==> config.mk <==
export PLATFORM = sky130hd
export DESIGN_NAME = execute_memory
export DESIGN_NICKNAME = d
export VERILOG_FILES = /design/src/rtl/cpu_types_pkg.sv /design/src/rtl/execute_memory_if.sv /design/src/rtl/dmem_req_fsm.sv /design/src/rtl/execute_memory.sv
export SDC_FILE = /design/constraint.sdc
export NUM_CORES = 1
export LEC_CHECK = 0
export BUFFER_PORTS_ARGS = -buffer_cell sky130_fd_sc_hd__buf_2
export CORE_AREA = 2 2 187 189
export DETAILED_ROUTE_END_ITERATION = 6
export DIE_AREA = 0 0 189 191
export MAX_ROUTING_LAYER = met4
export PLACE_DENSITY_LB_ADDON = 0.1
export SLEW_MARGIN = 20
export SYNTH_ARGS = -nofsm -noshare
export SYNTH_HDL_FRONTEND = slang
export SYNTH_SLANG_ARGS = --single-unit
export TNS_END_PERCENT = 50
==> constraint.sdc <==
create_clock -name CLK -period 14.11 [get_ports CLK]
set_input_delay 0.7055 -clock CLK [delete_from_list [all_inputs] [get_ports CLK]]
set_output_delay 0.7055 -clock CLK [all_outputs]
set_load 0.05 [all_outputs]
==> src/rtl/cpu_types_pkg.sv <==
// Shared types for the EX/MEM pipeline boundary: request FSM states and the
// latched EX/MEM field bundle with its bubble value.
package cpu_types_pkg;

    typedef enum logic [1:0] {
        IDLE = 2'd0,
        REQ  = 2'd1,
        DONE = 2'd2
    } mem_state_t;

    typedef struct packed {
        logic        memtoReg;
        logic        memWr;
        logic        RegWr;
        logic        halt;
        logic [4:0]  final_wsel;
        logic [31:0] aluout;
        logic [31:0] storedata;
        logic [31:0] next_addr;
        logic [31:0] imemaddr;
        logic [31:0] instr;
    } exmem_t;

    localparam logic [31:0] NOP_INSTR = 32'h0000_0000;

    // A bubble carries no controls and a nop instruction word.
    localparam exmem_t EXMEM_BUBBLE = '{instr: NOP_INSTR, default: '0};

endpackage

==> src/rtl/execute_memory_if.sv <==
// Carrier for the registered EX/MEM fields; the stage drives it, observers read it.
interface execute_memory_if;
    import cpu_types_pkg::*;

    exmem_t q;

    modport exmem (output q);
    modport tb    (input  q);

endinterface

==> src/rtl/dmem_req_fsm.sv <==
// Data-memory request sequencer for the MEM stage: IDLE -> REQ -> DONE, with a
// sticky halt that blocks any further request until reset.
module dmem_req_fsm
    import cpu_types_pkg::*;
(
    input  logic       CLK,
    input  logic       RST,
    input  logic       enable,
    input  logic       flush,
    input  logic       mem_op_EX,
    input  logic       halt_EX,
    input  logic       dhit,
    output mem_state_t state,
    output logic       advance,
    output logic       load_done,
    output logic       mem_stall
);

    mem_state_t state_q, state_next;
    logic       halted_q, halted_next;

    always_ff @(posedge CLK or posedge RST) begin
        if (RST) begin
            state_q  <= IDLE;
            halted_q <= 1'b0;
        end else begin
            state_q  <= state_next;
            halted_q <= halted_next;
        end
    end

    always_comb begin
        state_next  = state_q;
        halted_next = halted_q;
        // An outstanding access can only be left on its hit; enable waits for it.
        advance   = enable && ((state_q != REQ) || dhit);
        load_done = (state_q == REQ) && dhit;
        mem_stall = (state_q == REQ) && !dhit;

        if (advance) begin
            if (!flush && mem_op_EX && !halt_EX && !halted_q) begin
                state_next = REQ;
            end else begin
                state_next = IDLE;
            end
            if (!flush && halt_EX) begin
                halted_next = 1'b1;
            end
        end else if (load_done) begin
            state_next = DONE;
        end
    end

    assign state = state_q;

endmodule

==> src/rtl/execute_memory.sv <==
// EX/MEM pipeline register with data-memory request handling.
// Optional build macro EXMEM_PERF_EN adds the stall_count performance counter.
module execute_memory
    import cpu_types_pkg::*;
(
    input  logic        CLK,
    input  logic        RST,
    input  logic        enable,
    input  logic        flush,
    input  logic        memtoReg_EX,
    input  logic        memWr_EX,
    input  logic        RegWr_EX,
    input  logic        halt_EX,
    input  logic [4:0]  final_wsel_EX,
    input  logic [31:0] aluout_EX,
    input  logic [31:0] storedata_EX,
    input  logic [31:0] next_addr_EX,
    input  logic [31:0] imemaddr_EX,
    input  logic [31:0] instr_EX,
    input  logic        dhit,
    input  logic [31:0] dmemload,
    output logic        dmemREN,
    output logic        dmemWEN,
    output logic [31:0] dmemaddr,
    output logic [31:0] dmemstore,
    output logic        memtoReg_MEM,
    output logic        memWr_MEM,
    output logic        RegWr_MEM,
    output logic        halt_MEM,
    output logic [4:0]  final_wsel_MEM,
    output logic [31:0] aluout_MEM,
    output logic [31:0] storedata_MEM,
    output logic [31:0] next_addr_MEM,
    output logic [31:0] imemaddr_MEM,
    output logic [31:0] instr_MEM,
    output logic [31:0] mem_rdata,
    output logic        mem_stall,
`ifdef EXMEM_PERF_EN
    output logic [31:0] stall_count,
`endif
    output mem_state_t  fsm_state
);

    execute_memory_if exmem_bus ();

    exmem_t     ex_fields;
    logic       advance;
    logic       load_done;
    logic [31:0] load_data_MEM;

    assign ex_fields = '{
        memtoReg:   memtoReg_EX,
        memWr:      memWr_EX,
        RegWr:      RegWr_EX,
        halt:       halt_EX,
        final_wsel: final_wsel_EX,
        aluout:     aluout_EX,
        storedata:  storedata_EX,
        next_addr:  next_addr_EX,
        imemaddr:   imemaddr_EX,
        instr:      instr_EX
    };

    dmem_req_fsm u_fsm (
        .CLK       (CLK),
        .RST       (RST),
        .enable    (enable),
        .flush     (flush),
        .mem_op_EX (memtoReg_EX | memWr_EX),
        .halt_EX   (halt_EX),
        .dhit      (dhit),
        .state     (fsm_state),
        .advance   (advance),
        .load_done (load_done),
        .mem_stall (mem_stall)
    );

    always_ff @(posedge CLK or posedge RST) begin
        if (RST) begin
            exmem_bus.q <= '0;
        end else if (advance) begin
            exmem_bus.q <= flush ? EXMEM_BUBBLE : ex_fields;
        end
    end

    always_ff @(posedge CLK or posedge RST) begin
        if (RST) begin
            load_data_MEM <= '0;
        end else if (load_done) begin
            load_data_MEM <= dmemload;
        end
    end

`ifdef EXMEM_PERF_EN
    always_ff @(posedge CLK or posedge RST) begin
        if (RST) begin
            stall_count <= '0;
        end else if (mem_stall && (stall_count != 32'hFFFF_FFFF)) begin
            stall_count <= stall_count + 32'd1;
        end
    end
`endif

    assign memtoReg_MEM   = exmem_bus.q.memtoReg;
    assign memWr_MEM      = exmem_bus.q.memWr;
    assign RegWr_MEM      = exmem_bus.q.RegWr;
    assign halt_MEM       = exmem_bus.q.halt;
    assign final_wsel_MEM = exmem_bus.q.final_wsel;
    assign aluout_MEM     = exmem_bus.q.aluout;
    assign storedata_MEM  = exmem_bus.q.storedata;
    assign next_addr_MEM  = exmem_bus.q.next_addr;
    assign imemaddr_MEM   = exmem_bus.q.imemaddr;
    assign instr_MEM      = exmem_bus.q.instr;

    // Strobes qualify on REQ only; address and data follow the registers always.
    assign dmemREN   = (fsm_state == REQ) && exmem_bus.q.memtoReg;
    assign dmemWEN   = (fsm_state == REQ) && exmem_bus.q.memWr;
    assign dmemaddr  = exmem_bus.q.aluout;
    assign dmemstore = exmem_bus.q.storedata;

    assign mem_rdata = load_done ? dmemload : load_data_MEM;

endmodule

==> impl_metrics.yaml, run 1 <==
finish:
  layout.nets: 1309
  syn_to_final_growth_pct: 32.6
  multi_input_area_sq_mm: 0.00322
  nFillCells: 3512
  regArea_sq_mm: 0.00510
  drive_above_1_share_pct: 49.3
clock_network:
  insertion_delay_ns: 0.51
  postCtsSetupRepairBufs: 0
  cts_made_buffers: 25
  clockBufferDepth: 3
  htree_levels: 1
  cts-resized-gates: 0
  numClockSinks: 204
  cts_tree: "done"
  hold_buffers: 0
  cts.clk_slew.worst_paths_ns: 0.06
  clock-root-buffer: "clkbuf_16"
grt:
  overflow: 0
  grt_pass1_wl_mm: 45.8
  first_global_vias: 7542
  antenna_found_initial: 5
  grtUsageTotal_pct: 16.6
  grt_max_degree: 99
floorplanning:
  initial_utilization_pct: 26.9
  io_pins: 476
  fp.dieW_microns: 189
  dieArea_sq_mm: 0.0361
  core_sq_mm: 0.0341
  die_h_microns: 191
  rows: 68
setup_path:
  crit_path_start_kind: "flip-flop"
  critPathArrivalTime_ns: 2.42
  path_class: "flip-flop to primary output"
  critPathMaxFanout: 32
  cp-end-kind: "primary output"
  cp.required_ns: 13.40
synthesis:
  synth_xor_area_share_pct: 0
  synth_seq_cells: 204
  synth_fp_nets: 937
  synth_top_family_by_area: "compound AO/OA/AOI/OAI gates"
  netlist_top_cells_area: "dfrtp_1 56%, o2bb2ai_1 16%, nand3b_1 14%"
  yosys.area.top_type_share_pct: 55.7
  yosys_warnings: 0
  synthesis.area_sq_mm: 0.00917
  synth-simple-area-share_pct: 14.6
  ys_types: 24
  avgSynthCellArea_sq_um: 12.5
  synth-compound-area-share_pct: 16.4
  muxShareOfSynthArea_pct: 4.15
  yosysSeqAreaShare_pct: 55.7
  syn_inst: 731
  synth.largest_area_cell: "dfrtp_1"
  synthAdderAreaFrac_pct: 0
power_and_ir_drop:
  p_per_area_mw_per_mm2: 153
  cellLeakagePower_nw: 5.99
  p_total_mw: 1.86
  ir_drop_mv: 0.108
sta:
  max-slew-margin-rel_pct: 36.9
  finalHoldViolations: 0
  clock-skew-final_ns: 0.00859
  finalCriticalPeriod_ns: 3.12
  worst_pin_slew_ns: 0.946
  setup_ws_ns: 10.99
  setup_violations: 0
  grt_setup_unrepaired: "false"
  setup-tns-final_ns: 0
  fin_crit_sh_pct: 22.1
  slew_violations: 0
  timing.fmax_mhz: 320
run_status:
  outcome: "completed"
drt:
  drt-initial-drc-count: 232
  wl_per_cell_microns: 19.4
  vias: 7383
  drt-total-wl_mm: 30.5
  ant_nets: 0
  drc: 0
  via_per_inst: 4.68
  dr.pass1.iters: 4
worst_hold_path:
  hold_path.class: "input port to async pin"
place:
  port_buffers: 475
  place_hpwl_mm: 20.1
  dp_slack_ns: 10.98
  place_congestion: 0.771
job:
  maxCapViolations: 0
worst paths after layout:
kind / startpoint / endpoint / slack [ns] / depth (start not counted)
worst max register to register: u_fsm.state[1] / halt_MEM / 11.87 / 5
worst max-delay path: u_fsm.state[1] / mem_rdata[25] / 10.99 / 4
min in group CLK: dmemload[6] / load_data_MEM[6] / 0.42 / 2
worst min register to register: imemaddr_MEM[21] / imemaddr_MEM[21] / 0.48 / 1
worst min-delay path: RST / load_data_MEM[17] / 0.24 / 2
max in group asynchronous: RST / dmemstore[12] / 12.48 / 3
power by group:
part           leakage [nW]  switching, mW  internal, mW
Clock                 0.365          0.242         0.358
Combinational          2.98          0.434         0.135
Sequential             2.65         0.0356         0.656
layout make-up:
class / count / share of cell area (%)
Sequential cell: 204 / 42.0
Multi-Input combinational cell: 385 / 26.5
Clock buffer: 39 / 5.83
Antenna cell: 5 / 0.103
Timing Repair Buffer: 485 / 20.4
Tap cell: 455 / 4.68
Inverter: 2 / 0.124
Clock inverter: 3 / 0.329
cell usage after synthesis (all sizes together):
cell,number
nand3b,168
nor4b,1
and2,2
mux2,32
mux2i,2
o2bb2ai,168
o21ai,2
buf,100
inv,2
nor2,2
nand2,3
clkbuf,40
o21bai,1
and2b,1
nand2b,2
dfrtp,204
a21oi,1
through the flow:
| step | cell area (sq um) | instances | utilization (%) | hold WS [ns] |
|---|---|---|---|---|
| CTS | 12100 | 1572 | 35.5 | 0.248 |
| finish | 12200 | 1578 | 35.6 | 0.244 |
| floorplan | 9170 | 731 | - | 0.444 |
| global placement | 11400 | 1530 | 33.3 | 0.467 |
| detailed placement | 11400 | 1530 | 33.3 | 0.464 |
| global route | 12200 | 1578 | 35.6 | 0.268 |
per-layer routing:
metal	up-vias	part of all wire [%]	GRT usage [%]
li1	3405	-	-
met5	-	0	-
met1	3598	41	20.3
met4	0	2.8	5.50
met3	52	8.8	4.88
met2	328	47	26.4
registers in the layout, indices dropped and copies added, names as in the netlist:
| signal | flops |
|---|---|
| u_fsm.state | 2 |
| RegWr_MEM | 1 |
| final_wsel_MEM | 5 |
| instr_MEM | 32 |
| memWr_MEM | 1 |
| imemaddr_MEM | 32 |
| u_fsm.halted_q | 1 |
| memtoReg_MEM | 1 |
| load_data_MEM | 32 |
| aluout_MEM | 32 |
| next_addr_MEM | 32 |
| halt_MEM | 1 |
| dmemstore | 32 |
cell families after synthesis:
group / Yosys count
simple gates: 179
buf+inv: 142
flops: 204
compound gates: 172
mux: 34
worst max-delay path: stages, from the launching register on:
cell,delay (ns)
dfrtp_1,0.43
and2b_1,0.23
nand2_2,0.58
mux2_2,0.42
buf_2,0.22
placed cells by master (no fill, tap or decap), drive strengths merged:
cell type	count
a21oi	1
and2	2
and2b	1
buf	485
bufinv	1
clkbuf	39
clkinv	2
dfrtp	204
diode	5
inv	2
mux2	32
mux2i	2
nand2	3
nand2b	2
nand3b	168
nor2	2
nor4b	1
o21ai	2
o21bai	1
o2bb2ai	168
Power figures use the tool's default switching activity.
==> inputs of run 2 (changes only) <==
--- a/config.mk
+++ b/config.mk
@@ -5,10 +5,11 @@
 export SDC_FILE = /design/constraint.sdc
 export NUM_CORES = 1
 export LEC_CHECK = 0
+export ABC_AREA = 1
 export BUFFER_PORTS_ARGS = -buffer_cell sky130_fd_sc_hd__buf_2
-export CORE_AREA = 2 2 187 189
+export CORE_AREA = 2 2 184 186
 export DETAILED_ROUTE_END_ITERATION = 6
-export DIE_AREA = 0 0 189 191
+export DIE_AREA = 0 0 186 188
 export MAX_ROUTING_LAYER = met4
 export PLACE_DENSITY_LB_ADDON = 0.1
 export SLEW_MARGIN = 20
==> constraint.sdc (replaced) <==
create_clock -name CLK -period 2.7 [get_ports CLK]
set_input_delay 0.135 -clock CLK [delete_from_list [all_inputs] [get_ports CLK]]
set_output_delay 0.135 -clock CLK [all_outputs]
set_load 0.05 [all_outputs]
==> impl_metrics.yaml, run 2 <==
clock_network:
  clockBufferDepth: 3
  hold_buffers: 202
  postCtsSetupRepairBufs: 0
  clock-root-buffer: "clkbuf_16"
  insertion_delay_ns: 0.52
  cts_made_buffers: 25
  cts.clk_slew.worst_paths_ns: 0.06
  cts-resized-gates: 0
  cts_tree: "done"
  numClockSinks: 204
  htree_levels: 1
sta:
  grt_setup_unrepaired: "false"
  timing.fmax_mhz: 450
  clock-skew-final_ns: 0.00798
  fin_crit_sh_pct: 82.2
  finalCriticalPeriod_ns: 2.22
  finalHoldViolations: 0
  slew_violations: 0
  setup_violations: 0
  whs_ns: 0.0781
  max-slew-margin-rel_pct: 29.9
  worst_pin_slew_ns: 1.05
  setup-tns-final_ns: 0
  setup_ws_ns: 0.480
synthesis:
  yosysMostFrequentCell: "nand2_1"
  ys_types: 16
  avgSynthCellArea_sq_um: 8.99
  synthFlopType: "dfrtp_1"
  yosys.area.top_type_share_pct: 58.0
  synthAdderAreaFrac_pct: 0
  netlist_top_cells_area: "dfrtp_1 58%, nand2_1 17%, nand4_1 12%"
  synth-compound-area-share_pct: 0.170
  synth-edff-count: 0
  synth.largest_area_cell: "dfrtp_1"
  syn_inst: 980
  yosys_warnings: 0
  async_reset_ff_share_pct: 100
  synthesis.area_sq_mm: 0.00881
  synth_xor_area_share_pct: 0
  synth_fp_nets: 1186
  synth_seq_cells: 204
  synth_common_cells: "406 x nand2_1, 204 x dfrtp_1, 169 x nand4_1, 75 x buf_4, 44 x clkbuf_1"
  synth_top_family_by_area: "simple AND/OR/NAND/NOR gates"
  yosysSeqAreaShare_pct: 58.0
  synth-simple-area-share_pct: 31.6
  muxShareOfSynthArea_pct: 0
grt:
  grt_pass1_wl_mm: 52.6
  overflow: 0
  grt_max_degree: 107
  grtUsageTotal_pct: 19.5
  antenna_found_initial: 0
  first_global_vias: 9186
place:
  placed_area_sq_mm: 0.0112
  place_hpwl_mm: 21.7
  dp.cells: 1778
  port_buffers: 475
  place_congestion: 0.764
  dp_slack_ns: 0.827
setup_path:
  critPathArrivalTime_ns: 2.08
  crit_path_cell_trace: "inv_1 -> nor2_2 -> buf_4 -> nand2_1 -> buf_4 -> nand2_1 -> nand2_1 -> buf_2"
  cp.required_ns: 2.57
  path_class: "flip-flop to primary output"
  cp-end-kind: "primary output"
  reg2reg_to: "dmemstore[13]"
  startpoint: "u_fsm.state[0]"
  critPathMaxFanout: 20
  crit_path_start_kind: "flip-flop"
  cpPeakStageDelay_ns: 0.41
  critPathSlowestCell: "dfrtp_1"
  rr_worst_depth: 6
  cp_common_cell: "nand2_1"
  r2r_start: "u_fsm.state[1]"
  rrSetupSlack_ns: 0.81
finish:
  layout_commonest_cell: "buf_2"
  stdcell_area_sq_mm: 0.0140
  syn_to_final_growth_pct: 58.7
  layout_common_cells: "474 x buf_2, 406 x nand2_1, 204 x dfrtp_1"
  drive_above_1_share_pct: 34.2
  antenna_cells: 0
  stdcell_count: 2025
  layout.nets: 1765
drt:
  drt-total-wl_mm: 34.2
  vias: 9117
  dr.pass1.iters: 5
  ant_nets: 0
  drc: 0
  drt-initial-drc-count: 478
  wl_per_cell_microns: 16.9
  via_per_inst: 4.50
floorplanning:
  die_h_microns: 188
  fp.dieW_microns: 186
  initial_utilization_pct: 26.6
  dieArea_sq_mm: 0.0350
  core_sq_mm: 0.0331
  rows: 67
  io_pins: 476
worst_hold_path:
  hold_start: "flush"
  hold_path.class: "input port to flip-flop"
  whs_path_depth: 4
  min_to: "imemaddr_MEM[5]"
power_and_ir_drop:
  internal-power_mw: 6.49
  ir_drop_mv: 0.533
  clkPwrFrac_pct: 28.8
  p_switching_mw: 4.84
  sw_frac_of_total_pct: 42.7
  power_frac_seq_pct: 33.5
  cellLeakagePower_nw: 7.85
  p_per_area_mw_per_mm2: 811
  p_comb_share_pct: 37.7
job:
  maxCapViolations: 0
run_status:
  outcome: "completed"
==> run 2: per-layer routing <==
layer	wire length [microns]	up-vias	track usage, %
met5	0	-	-
met4	1280	0	6.72
met3	2230	71	3.94
met2	16400	324	31.9
met1	14300	4342	23.8
li1	-	4380	-
==> run 2: logic make-up after synthesis <==
| group | after synthesis |
|---|---|
| and+or+nand+nor | 614 |
| AOI/OAI and AO/OA | 3 |
| DFF | 204 |
| buffers and inverters | 159 |
==> run 2: final cells by class <==
type	count	area (sq um)
Inverter	12	51.3
Clock inverter	5	52.6
Tap cell	448	561
Sequential cell	204	5100
Multi-Input combinational cell	617	2820
Fill cell	3394	19100
Timing Repair Buffer	699	4660
Clock buffer	40	732
==> run 2: metrics by stage <==
step                total power, mW  utilization [%]
finish                         11.3             42.2
floorplan                      6.93                -
detailed placement             7.92             33.7
global route                   11.9             42.2
CTS                            11.5             42.2
global placement               7.91             33.7
==> run 2: power by group through the flow <==
stage / clock (mW) / combinational, mW / sequential [mW]
2_1_floorplan: 0 / 2.15 / 4.78
3_5_place_dp: 0 / 4.07 / 3.85
3_3_place_gp: 0 / 4.07 / 3.84
4_1_cts: 3.38 / 4.31 / 3.80
6_report: 3.26 / 4.28 / 3.80
5_1_grt: 3.50 / 4.53 / 3.86
==> run 2: critical path, delay by kind of cell (launching register included) <==
| kind | cells | cell delay (ns) |
|---|---|---|
| simple gates | 4 | 0.34 |
| flops | 1 | 0.41 |
| buf+inv | 4 | 0.82 |
==> run 2: worst max-delay path by stage <==
stage / to / slack (ns) / cells past startpoint
2_1_floorplan: RegWr_MEM / -0.08 / 1
3_3_place_gp: dmemstore[22] / 0.83 / 6
3_5_place_dp: instr_MEM[21] / 0.83 / 6
4_1_cts: mem_rdata[27] / 0.44 / 8
5_1_grt: mem_rdata[26] / 0.29 / 8
6_report: mem_rdata[26] / 0.48 / 8
==> inputs of run 3 (changes only) <==
--- a/config.mk
+++ b/config.mk
@@ -5,11 +5,11 @@
 export SDC_FILE = /design/constraint.sdc
 export NUM_CORES = 1
 export LEC_CHECK = 0
-export ABC_AREA = 1
+export ABC_AREA = 0
 export BUFFER_PORTS_ARGS = -buffer_cell sky130_fd_sc_hd__buf_2
-export CORE_AREA = 2 2 184 186
+export CORE_AREA = 2 2 188 190
 export DETAILED_ROUTE_END_ITERATION = 6
-export DIE_AREA = 0 0 186 188
+export DIE_AREA = 0 0 190 192
 export MAX_ROUTING_LAYER = met4
 export PLACE_DENSITY_LB_ADDON = 0.1
 export SLEW_MARGIN = 20
==> constraint.sdc (replaced) <==
create_clock -name CLK -period 2.13 [get_ports CLK]
set_input_delay 0.1065 -clock CLK [delete_from_list [all_inputs] [get_ports CLK]]
set_output_delay 0.1065 -clock CLK [all_outputs]
set_load 0.05 [all_outputs]
==> impl_metrics.yaml, run 3 (synthesized netlist as in run 1, its figures left out) <==
clock_network:
  cts.clk_slew.worst_paths_ns: 0.06
  insertion_delay_ns: 0.52
  clockBufferDepth: 3
  cts_made_buffers: 25
  clock-root-buffer: "clkbuf_16"
  cts_tree: "done"
  numClockSinks: 204
  htree_levels: 1
finish:
  antenna_cells: 0
  fin_util_pct: 43.4
  stdcell_count: 1804
  layout_common_cells: "440 x buf_2, 217 x dlygate4sd3_1, 203 x dfrtp_1"
  layout.nets: 1540
  drive_above_1_share_pct: 42.8
  syn_to_final_growth_pct: 62.3
  stdcell_area_sq_mm: 0.0149
  layout_commonest_cell: "buf_2"
floorplanning:
  dieArea_sq_mm: 0.0365
  initial_utilization_pct: 26.7
  io_pins: 476
  rows: 68
  fp.dieW_microns: 190
  die_h_microns: 192
  core_sq_mm: 0.0343
place:
  port_buffers: 475
  dp.cells: 1539
  place_congestion: 0.745
  place_hpwl_mm: 20.9
  placed_area_sq_mm: 0.0116
setup_path:
  reg2reg_to: "u_fsm.state[0]"
  crit_path_start_kind: "flip-flop"
  r2r_start: "u_fsm.halted_q"
  rr_worst_depth: 4
  rrSetupSlack_ns: 0.48
  path_class: "flip-flop to primary output"
  critPathMaxFanout: 8
  cp.required_ns: 2.02
  critPathArrivalTime_ns: 1.98
  cp-end-kind: "primary output"
sta:
  max-slew-margin-rel_pct: 65.7
  worst_pin_slew_ns: 0.515
  finalCriticalPeriod_ns: 2.09
  finalHoldViolations: 0
  grt_setup_unrepaired: "true"
  setup_violations: 0
  fin_crit_sh_pct: 98.1
  slew_violations: 0
  timing.fmax_mhz: 479
  clock-skew-final_ns: 0.00776
  whs_ns: 0.0269
grt:
  antenna_found_initial: 0
  grt_max_degree: 98
  overflow: 0
  grtUsageTotal_pct: 17.9
  grt_pass1_wl_mm: 50.8
  first_global_vias: 8692
drt:
  drc: 0
  via_per_inst: 4.65
  vias: 8385
  drt-total-wl_mm: 33.5
  drt-initial-drc-count: 380
  wl_per_cell_microns: 18.6
  dr.pass1.iters: 4
  ant_nets: 0
worst_hold_path:
  hold_start: "enable"
  min_to: "next_addr_MEM[14]"
  whs_path_depth: 3
  hold_path.class: "input port to flip-flop"
job:
  maxCapViolations: 0
run_status:
  outcome: "completed"
power_and_ir_drop:
  p_total_mw: 13.2
  cellLeakagePower_nw: 7.12
  ir_drop_mv: 0.709
  p_per_area_mw_per_mm2: 889
==> run 3: cell count changes in the layout (fill, tap and decap cells not counted), moves of 28 or more <==
cell,before,now
nand4_1,169,0
nand3_1,33,0
buf_2,474,440
nand3b_1,0,168
nand2_1,406,2
o2bb2ai_1,0,168
buf_6,1,29
==> run 3: what timing repair did <==
item,in CTS,in global routing
pin swaps,1,0
gates resized for setup,74,13
setup endpoints to repair,32,33
endpoints found under the hold margin,408,0
cloned,2,0
hold buffers,217,0
buffers inserted,4,1
==> run 3: power breakdown <==
group | total (mW) | internal [mW] | switching (mW) | leakage [nW]
registers | 4.59 | 4.34 | 0.250 | 2.64
logic | 4.43 | 1.43 | 3.00 | 4.07
clock network | 4.20 | 2.51 | 1.69 | 0.401
==> run 3: metal layers <==
metal	track usage [%]	vias to the layer above	part of all wire, %
li1	-	3853	-
met1	22.4	4144	42
met2	29.7	336	49
met3	3.76	52	6.8
met4	4.50	0	2.2
met5	-	-	0
==> run 3: final cells by class <==
cell class,instances,area [sq um]
fillers,3328,19400
clock buffers,38,785
well taps,455,569
multi-input cells,385,3270
flip-flops and latches,204,5110
inverters,2,11.3
repair buffers,716,5110
clock inverters,4,22.5
==> run 3: worst max-delay path by stage <==
stage / slack, ns / start / depth (start not counted) / end
5_1_grt: -0.04 / u_fsm.state[0] / 6 / mem_rdata[31]
3_5_place_dp: 0.46 / u_fsm.state[0] / 5 / mem_rdata[31]
3_3_place_gp: 0.50 / u_fsm.state[0] / 5 / mem_rdata[22]
4_1_cts: -0.05 / u_fsm.state[0] / 5 / mem_rdata[26]
2_1_floorplan: -0.62 / RST / 1 / RegWr_MEM
6_report: 0.04 / u_fsm.state[0] / 6 / mem_rdata[31]
==> run 3: critical path, cell delays in order (launching register included) <==
cell and delay (ns):
dfrtp_2 0.40, and2b_2 0.22, nand2_4 0.12, buf_6 0.12, buf_12 0.13, mux2_4 0.32
buf_6 0.16
==> run 3: metrics by stage <==
step	setup TNS, ns	worst slack [ns]
3_5_place_dp	0	0.456
6_report	0	0.0408
4_1_cts	-0.781	-0.0459
5_1_grt	-0.599	-0.0424
2_1_floorplan	-126.64	-0.621
3_3_place_gp	0	0.504
